[src/rtl/sprite_mem_loader_if.sv]
// Bus between a pixel source (host/UART front end) and sprite_mem_loader.
// Carries the command, the pixel stream, the sprite RAM write port and status.
interface sprite_mem_loader_if #(
    parameter int NUM_SPRITES = 2
);
    logic                   start;
    logic [5:0]             select;
    logic                   pix_valid;
    logic [1:0]             pix_data;
    logic                   pix_ready;
    logic [NUM_SPRITES-1:0] ram_wen;
    logic [7:0]             ram_address;
    logic [1:0]             ram_data;
    logic                   busy;
    logic                   done;
    logic                   err;
    logic [9:0]             checksum;

    // Pixel source side
    modport master (
        output start, select, pix_valid, pix_data,
        input  pix_ready, ram_wen, ram_address, ram_data, busy, done, err, checksum
    );

    // Loader side
    modport slave (
        input  start, select, pix_valid, pix_data,
        output pix_ready, ram_wen, ram_address, ram_data, busy, done, err, checksum
    );
endinterface

[src/rtl/sprite_mem_loader.sv]
// sprite_mem_loader: streams 256 2-bit pixels into one 16x16 sprite pattern RAM.
// Address order is {x, y} with y as the fast index (0x00, 0x01 ... 0xFF).
// All outputs are registered; a write appears one cycle after the pixel is accepted.
// Optional feature macro: SPRITE_LOADER_CHECKSUM_EN (running pixel sum reported on done).
module sprite_mem_loader #(
    parameter int NUM_SPRITES = 2
) (
    input  logic                clock,
    input  logic                reset,
    sprite_mem_loader_if.slave  bus
);

    typedef enum logic {
        IDLE = 1'b0,
        LOAD = 1'b1
    } state_t;

    state_t                 state_q, state_d;
    logic [5:0]             sel_q, sel_d;
    logic [7:0]             cnt_q, cnt_d;
    logic [7:0]             addr_q, addr_d;
    logic [1:0]             data_q, data_d;
    logic [NUM_SPRITES-1:0] wen_q, wen_d;
    logic                   done_q, done_d;
    logic                   err_q, err_d;

    logic accept;
    logic sel_legal;
    logic last_pix;

    // pix_ready is simply the LOAD state, so acceptance needs only pix_valid
    assign accept    = (state_q == LOAD) && bus.pix_valid;
    assign sel_legal = ({26'd0, bus.select} < NUM_SPRITES);
    assign last_pix  = (cnt_q == 8'hFF);

    // One-hot write enable: only RAMs that exist get a bit, so illegal targets cannot be written
    for (genvar gi = 0; gi < NUM_SPRITES; gi++) begin : g_wen
        assign wen_d[gi] = accept && (sel_q == 6'(gi));
    end

    // Next-state and next-output logic for the command/stream FSM
    always_comb begin
        state_d = state_q;
        sel_d   = sel_q;
        cnt_d   = cnt_q;
        addr_d  = addr_q;
        data_d  = data_q;
        done_d  = 1'b0;
        err_d   = 1'b0;
        case (state_q)
            IDLE: begin
                if (bus.start) begin
                    if (sel_legal) begin
                        sel_d   = bus.select;
                        cnt_d   = 8'h00;
                        state_d = LOAD;
                    end else begin
                        err_d = 1'b1;
                    end
                end
            end
            LOAD: begin
                // start is deliberately ignored here: a load always runs to completion
                if (accept) begin
                    addr_d = cnt_q;
                    data_d = bus.pix_data;
                    cnt_d  = cnt_q + 8'd1;
                    if (last_pix) begin
                        state_d = IDLE;
                        done_d  = 1'b1;
                    end
                end
            end
            default: state_d = IDLE;
        endcase
    end

    // State and registered outputs
    always_ff @(posedge clock) begin
        if (reset) begin
            state_q <= IDLE;
            sel_q   <= '0;
            cnt_q   <= '0;
            addr_q  <= '0;
            data_q  <= '0;
            wen_q   <= '0;
            done_q  <= 1'b0;
            err_q   <= 1'b0;
        end else begin
            state_q <= state_d;
            sel_q   <= sel_d;
            cnt_q   <= cnt_d;
            addr_q  <= addr_d;
            data_q  <= data_d;
            wen_q   <= wen_d;
            done_q  <= done_d;
            err_q   <= err_d;
        end
    end

`ifdef SPRITE_LOADER_CHECKSUM_EN
    logic [9:0] sum_q, sum_d;
    logic [9:0] chk_q, chk_d;

    // Running sum of accepted pixels; published to checksum together with done
    always_comb begin
        sum_d = sum_q;
        chk_d = chk_q;
        if (state_q == IDLE && bus.start && sel_legal) begin
            sum_d = 10'd0;
        end else if (accept) begin
            sum_d = sum_q + 10'(bus.pix_data);
            if (last_pix) begin
                chk_d = sum_q + 10'(bus.pix_data);
            end
        end
    end

    // Sum and published checksum registers
    always_ff @(posedge clock) begin
        if (reset) begin
            sum_q <= '0;
            chk_q <= '0;
        end else begin
            sum_q <= sum_d;
            chk_q <= chk_d;
        end
    end

    assign bus.checksum = chk_q;
`else
    assign bus.checksum = 10'd0;
`endif

    assign bus.pix_ready   = (state_q == LOAD);
    assign bus.busy        = (state_q == LOAD);
    assign bus.ram_wen     = wen_q;
    assign bus.ram_address = addr_q;
    assign bus.ram_data    = data_q;
    assign bus.done        = done_q;
    assign bus.err         = err_q;

endmodule

[src/flat_wrapper.sv]
// flat-port wrapper written by rule: the top's interface ports become plain ports
module sprite_mem_loader_flat 
#(
    parameter int NUM_SPRITES = 2
)
  (clock, reset, bus_start, bus_select, bus_pix_valid, bus_pix_data, bus_pix_ready, bus_ram_wen, bus_ram_address, bus_ram_data, bus_busy, bus_done, bus_err, bus_checksum);
  sprite_mem_loader_if #(.NUM_SPRITES(NUM_SPRITES)) bus_i ();
  input  logic clock;
  input  logic reset;
  input wire logic [$bits(bus_i.start)-1:0] bus_start;
  input wire logic [$bits(bus_i.select)-1:0] bus_select;
  input wire logic [$bits(bus_i.pix_valid)-1:0] bus_pix_valid;
  input wire logic [$bits(bus_i.pix_data)-1:0] bus_pix_data;
  output wire logic [$bits(bus_i.pix_ready)-1:0] bus_pix_ready;
  output wire logic [$bits(bus_i.ram_wen)-1:0] bus_ram_wen;
  output wire logic [$bits(bus_i.ram_address)-1:0] bus_ram_address;
  output wire logic [$bits(bus_i.ram_data)-1:0] bus_ram_data;
  output wire logic [$bits(bus_i.busy)-1:0] bus_busy;
  output wire logic [$bits(bus_i.done)-1:0] bus_done;
  output wire logic [$bits(bus_i.err)-1:0] bus_err;
  output wire logic [$bits(bus_i.checksum)-1:0] bus_checksum;
  assign bus_i.start = bus_start;
  assign bus_i.select = bus_select;
  assign bus_i.pix_valid = bus_pix_valid;
  assign bus_i.pix_data = bus_pix_data;
  assign bus_pix_ready = bus_i.pix_ready;
  assign bus_ram_wen = bus_i.ram_wen;
  assign bus_ram_address = bus_i.ram_address;
  assign bus_ram_data = bus_i.ram_data;
  assign bus_busy = bus_i.busy;
  assign bus_done = bus_i.done;
  assign bus_err = bus_i.err;
  assign bus_checksum = bus_i.checksum;
  sprite_mem_loader #(.NUM_SPRITES(NUM_SPRITES)) u_core (.clock(clock), .reset(reset), .bus(bus_i));
endmodule
[config.mk]
export PLATFORM = sky130hd
export DESIGN_NAME = sprite_mem_loader_flat
export DESIGN_NICKNAME = d
export VERILOG_FILES = /design/src/rtl/sprite_mem_loader_if.sv /design/src/rtl/sprite_mem_loader.sv /design/src/flat_wrapper.sv
export SDC_FILE = /design/constraint.sdc
export NUM_CORES = 1
export LEC_CHECK = 0
export CAP_MARGIN = 20
export CORE_ASPECT_RATIO = 1.1
export CORE_MARGIN = 3
export CORE_UTILIZATION = 45
export DETAILED_ROUTE_END_ITERATION = 16
export GPL_TIMING_DRIVEN = 1
export PLACE_DENSITY = 0.89
export SLEW_MARGIN = 10
export SYNTH_ARGS = -nofsm -noshare
export SYNTH_HDL_FRONTEND = slang
export SYNTH_SLANG_ARGS = --single-unit
[constraint.sdc]
create_clock -name clock -period 2.05 [get_ports clock]
set_input_delay 0.3075 -clock clock [delete_from_list [all_inputs] [get_ports clock]]
set_output_delay 0.3075 -clock clock [all_outputs]
set_load 0.005 [all_outputs]
* Word level (Yosys, flattened, before mapping) *
Cells that the tools add are included.

word-level totals
  output and inout port bits = 26
  input port bits = 12
  bits in registers = 29
  logic and storage cells = 38

cells by class
  bitwise gates (word level) = 3
  $lt $le $gt $ge = 1
  eq/ne operators = 5
  $add $sub $neg = 1
  reductions and logical operators = 9
  multiplexer cells = 11

operator list
  operator                                                count
  two-way mux 8 bit                                       3
  case mux 8 bit (2 select lines)                         1
  adder 8 x 1 -> 8 bit (second input constant)            1
  == test 8 bit (second input constant)                   1
  == test 6 x 1 -> 1 bit (second input constant)          1
  zero test 6 bit                                         1
  < comparator 6 x 2 -> 1 bit (second input constant)     1
  two-way mux 1 bit                                       6
  AND reduction 3 bit                                     2
  OR reduction 3 bit                                      2
  inequality test 2 bit (second input constant)           2
  logical AND 1 bit                                       3
  inverter 1 bit                                          3
  inequality test 2 x 1 -> 1 bit (second input constant)  1
  case mux 1 bit (2 select lines)                         1
  AND reduction 2 bit                                     1

* Logic depth before layout (Yosys ltp) *
  word-level depth = 4
  gate-level depth with buffers = 5
  mapped depth without buffers = 5

* Worst setup path before layout *
Ideal clock, no wire load.

  path kind = reg2reg
  start = register u_core.state_q (netlist: u_core.bus.busy)
  end = register u_core.cnt_q[7]
  required time = 1.980 ns
  clock period less this slack = 1.535 ns
  setup slack = 0.515 ns
  library setup time = 0.070 ns
  cell stages (with the launch flop) = 6
  arrival time = 1.465 ns
  buffers on the path = 1
  path through = dfxtp_1 -> buf_6 -> nor4b_4 -> a21oi_2 -> or4_1 -> a21boi_1

on the way
  longest elaborated chain between the ends = 3
  elaborated cells on any way between the ends = 7
  classes of those cells = eq/ne: 3; mux: 1; bitwise: 1; reduce/logical: 2

ends and longest elaborated chain
  element                                                                                   RTL line                 source
  start: declaration                                                                        sprite_mem_loader.sv:18  state_t state_q, state_d;
  start signal: assignment                                                                  sprite_mem_loader.sv:90  state_q <= state_d;
  logical AND 1 bit or inverter 1 bit (tied branches)                                       -
  inequality test 2 bit (no source line) or inequality test 2 x 1 -> 1 bit (tied branches)  -
  AND reduction 3 bit (no source line)                                                      -
  end signal: assignment                                                                    sprite_mem_loader.sv:92  cnt_q <= cnt_d;
  end: declaration                                                                          sprite_mem_loader.sv:20  logic [7:0] cnt_q, cnt_d;

Parallel ways exist; a longest one is shown, timed or not.
A chain may end at the register's enable or synchronous reset.

* Worst setup path after layout *
  start = register u_core.state_q (netlist: u_core.bus.busy)
  end = output bus_busy

RTL lines
  element           RTL line            source
  end: declaration  flat_wrapper.sv:18  output wire logic [$bits(bus_i.busy)-1:0] bus_busy;

No word-level cell between the ends.

==> qor.json <==
{
  "critical_path.cell_chain": {"value": "clkdlybuf4s50_1"},
  "timing.hold.worst.start": {"value": "u_core.sel_q[0]$_SDFFE_PP0P_"},
  "crit_path_max_fanout": {"value": 12},
  "timing.reg2reg.setup_slack": {"value": 430, "unit": "ps"},
  "layout.cell_area.non_filler": {"value": 0.00154, "unit": "sq mm"},
  "cts_setup_buffers": {"value": 0},
  "postSynthRegisterBits": {"value": 29},
  "cts_tree": {"value": "built"},
  "dr.pass1.iters": {"value": 4},
  "die_h": {"value": 60.2, "unit": "um"},
  "row_count": {"value": 19},
  "floorplan.initialDensity": {"value": 47.6, "unit": "%"},
  "hold_path_class": {"value": "flip-flop to flip-flop"},
  "worst-endpoint-arrival": {"value": 1510, "unit": "ps"},
  "cts.root.buffer_cell": {"value": "clkbuf_4"},
  "finalCoreUtilization": {"value": 61.2, "unit": "%"},
  "synth-main-ff-cell": {"value": "dfxtp_1"},
  "post-synth-top-area-cell": {"value": "dfxtp_1"},
  "fin_setup_tns": {"value": 0, "unit": "ps"},
  "final.min_clock_period": {"value": 1810, "unit": "ps"},
  "yosysUniqueCellTypes": {"value": 31},
  "avgViaCountPerCell": {"value": 5.14},
  "grt_start_max_net_pins": {"value": 20},
  "remaining_design_rule_violation_count": {"value": 0},
  "path_buf_inv": {"value": 1},
  "cts_made_buffers": {"value": 5},
  "post_route_cells_drive_above_1_share": {"value": 9.25, "unit": "%"},
  "syn-instance-count": {"value": 140},
  "h-tree-depth": {"value": 2},
  "grt_pass1_wl": {"value": 4150, "unit": "um"},
  "ff_latch_area": {"value": 581, "unit": "sq um"},
  "yosysSeqAreaShare": {"value": 48.4, "unit": "%"},
  "setup_viol": {"value": 0},
  "multi_input_area": {"value": 537, "unit": "sq um"},
  "fillCellCount": {"value": 238},
  "placeableCoreArea": {"value": 0.00252, "unit": "sq mm"},
  "critical_path.reg2reg.endpoint": {"value": "u_core.cnt_q[6]$_SDFFE_PP0P_"},
  "p_per_area": {"value": 652, "unit": "mW/mm^2"},
  "fmax_achieved": {"value": 552, "unit": "MHz"},
  "antenna_diode_count": {"value": 0},
  "design.portCount": {"value": 38},
  "maxSlewViolCount": {"value": 0},
  "path_class": {"value": "flip-flop to primary output"},
  "worst_r2r_path_depth": {"value": 4},
  "ys.warnings.count": {"value": 0},
  "synthMuxAreaShare": {"value": 0, "unit": "%"},
  "routed-via-count": {"value": 1048},
  "reg_to_reg_critical_path_startpoint": {"value": "u_core.bus.busy$_SDFF_PP0_"},
  "placed_area": {"value": 0.00147, "unit": "sq mm"},
  "critPathSlowestCell": {"value": "clkdlybuf4s50_1"},
  "rsz0062_at_grt": {"value": "no"},
  "power_leakage": {"value": 0.000570, "unit": "uW"},
  "number_of_enable_type_register_cells_in_the_synthesized_netlist": {"value": 0},
  "max_stage_delay": {"value": 600, "unit": "ps"},
  "die_width": {"value": 55.2, "unit": "um"},
  "worstSetupEndpointType": {"value": "primary output"},
  "cts_resized": {"value": 0},
  "post_synth_most_frequent_cells": {"value": "nand2_1 (30), dfxtp_1 (29), a21oi_1 (19)"},
  "cpLargestDelayFamily": {"value": "buffers and inverters"},
  "most_common_cell_in_the_netlist": {"value": "nand2_1"},
  "share_of_yosys_cell_area_claimed_by_the_top_area_cell_type": {"value": 48.4, "unit": "%"},
  "clock_skew": {"value": 6.97, "unit": "ps"},
  "fp.dieArea": {"value": 0.00332, "unit": "sq mm"},
  "finalWeightedCongestion": {"value": 0.769},
  "synth.avg_cell_area": {"value": 8.57, "unit": "sq um"},
  "io_buffer_count": {"value": 27},
  "max_cap_violations": {"value": 0},
  "synth.top_cells.by_area": {"value": "dfxtp_1 (48%), nand2_1 (9.4%), a21oi_1 (7.9%)"},
  "async_sr_flop_fraction": {"value": 0, "unit": "%"},
  "yosys.area_share.xor_xnor": {"value": 0, "unit": "%"},
  "worstSkewPairLatency": {"value": 320, "unit": "ps"},
  "synth_compound_gate_area_share": {"value": 13.7, "unit": "%"},
  "routed_wire_length_per_instance": {"value": 11.9, "unit": "um"},
  "ctsHoldBuffers": {"value": 0},
  "antenna_left": {"value": 0},
  "overflow": {"value": 0},
  "finalHoldViolCount": {"value": 0},
  "synth_simple_gate_area_share": {"value": 26.9, "unit": "%"},
  "drt_iter0_markers": {"value": 8},
  "cts-root-to-sink-buffers": {"value": 2},
  "min_delay_path_depth": {"value": 1},
  "syn-cell-area": {"value": 0.00120, "unit": "sq mm"},
  "antenna_violations_before_repair": {"value": 0},
  "grt_pass1_vias": {"value": 1015},
  "min_period_over_period": {"value": 88.5, "unit": "%"},
  "area_delta_synth_final": {"value": 28.5, "unit": "%"},
  "drt_wl_total": {"value": 2440, "unit": "um"},
  "cts_sinks": {"value": 29},
  "cp-start-kind": {"value": "flip-flop"},
  "vdd.ir_drop.worst": {"value": 0.487, "unit": "mV"},
  "synth-adder-area-share": {"value": 1.04, "unit": "%"},
  "cp_data_required_time": {"value": 1740, "unit": "ps"},
  "synth_top_family_by_area": {"value": "simple AND/OR/NAND/NOR gates"},
  "path_clk_slew": {"value": 90, "unit": "ps"},
  "track_usage": {"value": 16.1, "unit": "%"},
  "nNetsFinal": {"value": 185},
  "min_delay_worst_endpoint": {"value": "u_core.bus.ram_wen[0]$_SDFF_PP0_"},
  "outcome": {"value": "finished, final reports clean"},
  "detailedPlacementHpwl": {"value": 1800, "unit": "um"}
}
-- layout by cell type (no fill, tap or decap) --
master,count
o21ai_0,3
nor2_1,6
nor4b_4,1
a21oi_2,1
and2_1,7
and3_1,2
nand3_1,5
nor2b_1,1
a2111oi_0,1
buf_4,5
a21oi_1,19
o21a_1,1
ha_1,1
nand3b_1,1
clkinv_2,1
or4_1,3
clkbuf_8,2
inv_1,2
nand4_1,1
clkdlybuf4s50_1,27
dfxtp_1,29
a21boi_1,1
nor3_4,1
nand2_1,30
clkbuf_4,5
conb_1,10
nor4_1,1
a211oi_1,1
or3_1,2
o31ai_1,1
a31oi_1,1
nor3_1,1
-- worst max path at each step --
stage                          startpoint                      endpoint  slack [ps]  depth (start not counted)
6_report       u_core.bus.busy$_SDFF_PP0_                      bus_busy         240                          1
3_3_place_gp                bus_select[3]  u_core.cnt_q[7]$_SDFFE_PP0P_         160                          5
3_5_place_dp                bus_select[3]  u_core.cnt_q[7]$_SDFFE_PP0P_         110                          5
2_1_floorplan  u_core.bus.busy$_SDFF_PP0_  u_core.cnt_q[7]$_SDFFE_PP0P_         510                          5
5_1_grt        u_core.bus.busy$_SDFF_PP0_                 bus_pix_ready         150                          1
4_1_cts        u_core.bus.busy$_SDFF_PP0_                      bus_busy         210                          1
-- power breakdown --
part	switching (uW)	total [uW]	leakage, uW	internal (uW)
Clock	185	384	0.0000413	198
Combinational	26.0	55.5	0.000295	29.5
Sequential	1.61	566	0.000234	565
Total	213	1010	0.000570	793
-- kinds of logic (layout without fill, tap and decap cells) --
| group | after synthesis | after routing |
|---|---|---|
| AO/OA/AOI/OAI | 29 | 29 |
| buffers and inverters | 18 | 42 |
| flip-flops | 29 | 29 |
| AND/OR/NAND/NOR | 62 | 62 |
| adder cells (fa/ha/maj) | 1 | 1 |
| other | 1 | 10 |
-- stage by stage --
stage,hold slack [ps],total power (uW),cells,setup WS [ps]
after CTS,443,1020,204,210
after global placement,429,633,196,159
after floorplan,391,614,149,515
after global routing,454,1050,204,149
final,446,1010,204,237
after detailed placement,428,635,196,112
-- final cells by class --
| cell class | count | area share (%) |
|---|---|---|
| Tap cell | 31 | 2.52 |
| Inverter | 2 | 0.487 |
| Multi-Input combinational cell | 102 | 34.8 |
| Sequential cell | 29 | 37.7 |
| Clock buffer | 7 | 4.22 |
| Clock inverter | 1 | 0.325 |
| Timing Repair Buffer | 32 | 20.0 |
-- layer usage --
layer	track usage [%]	wire, um
met5	0	0
met4	9.72	78
met3	5.62	155
met2	28.0	1200
met1	17.0	995
-- sequential cells by signal, summed over array words and instances, names as in the netlist --
signal,cells
u_core.bus.busy,1
u_core.bus.done,1
u_core.bus.err,1
u_core.bus.ram_address,8
u_core.bus.ram_data,2
u_core.bus.ram_wen,2
u_core.cnt_q,8
u_core.sel_q,6
(Power assumes the default switching activity.)
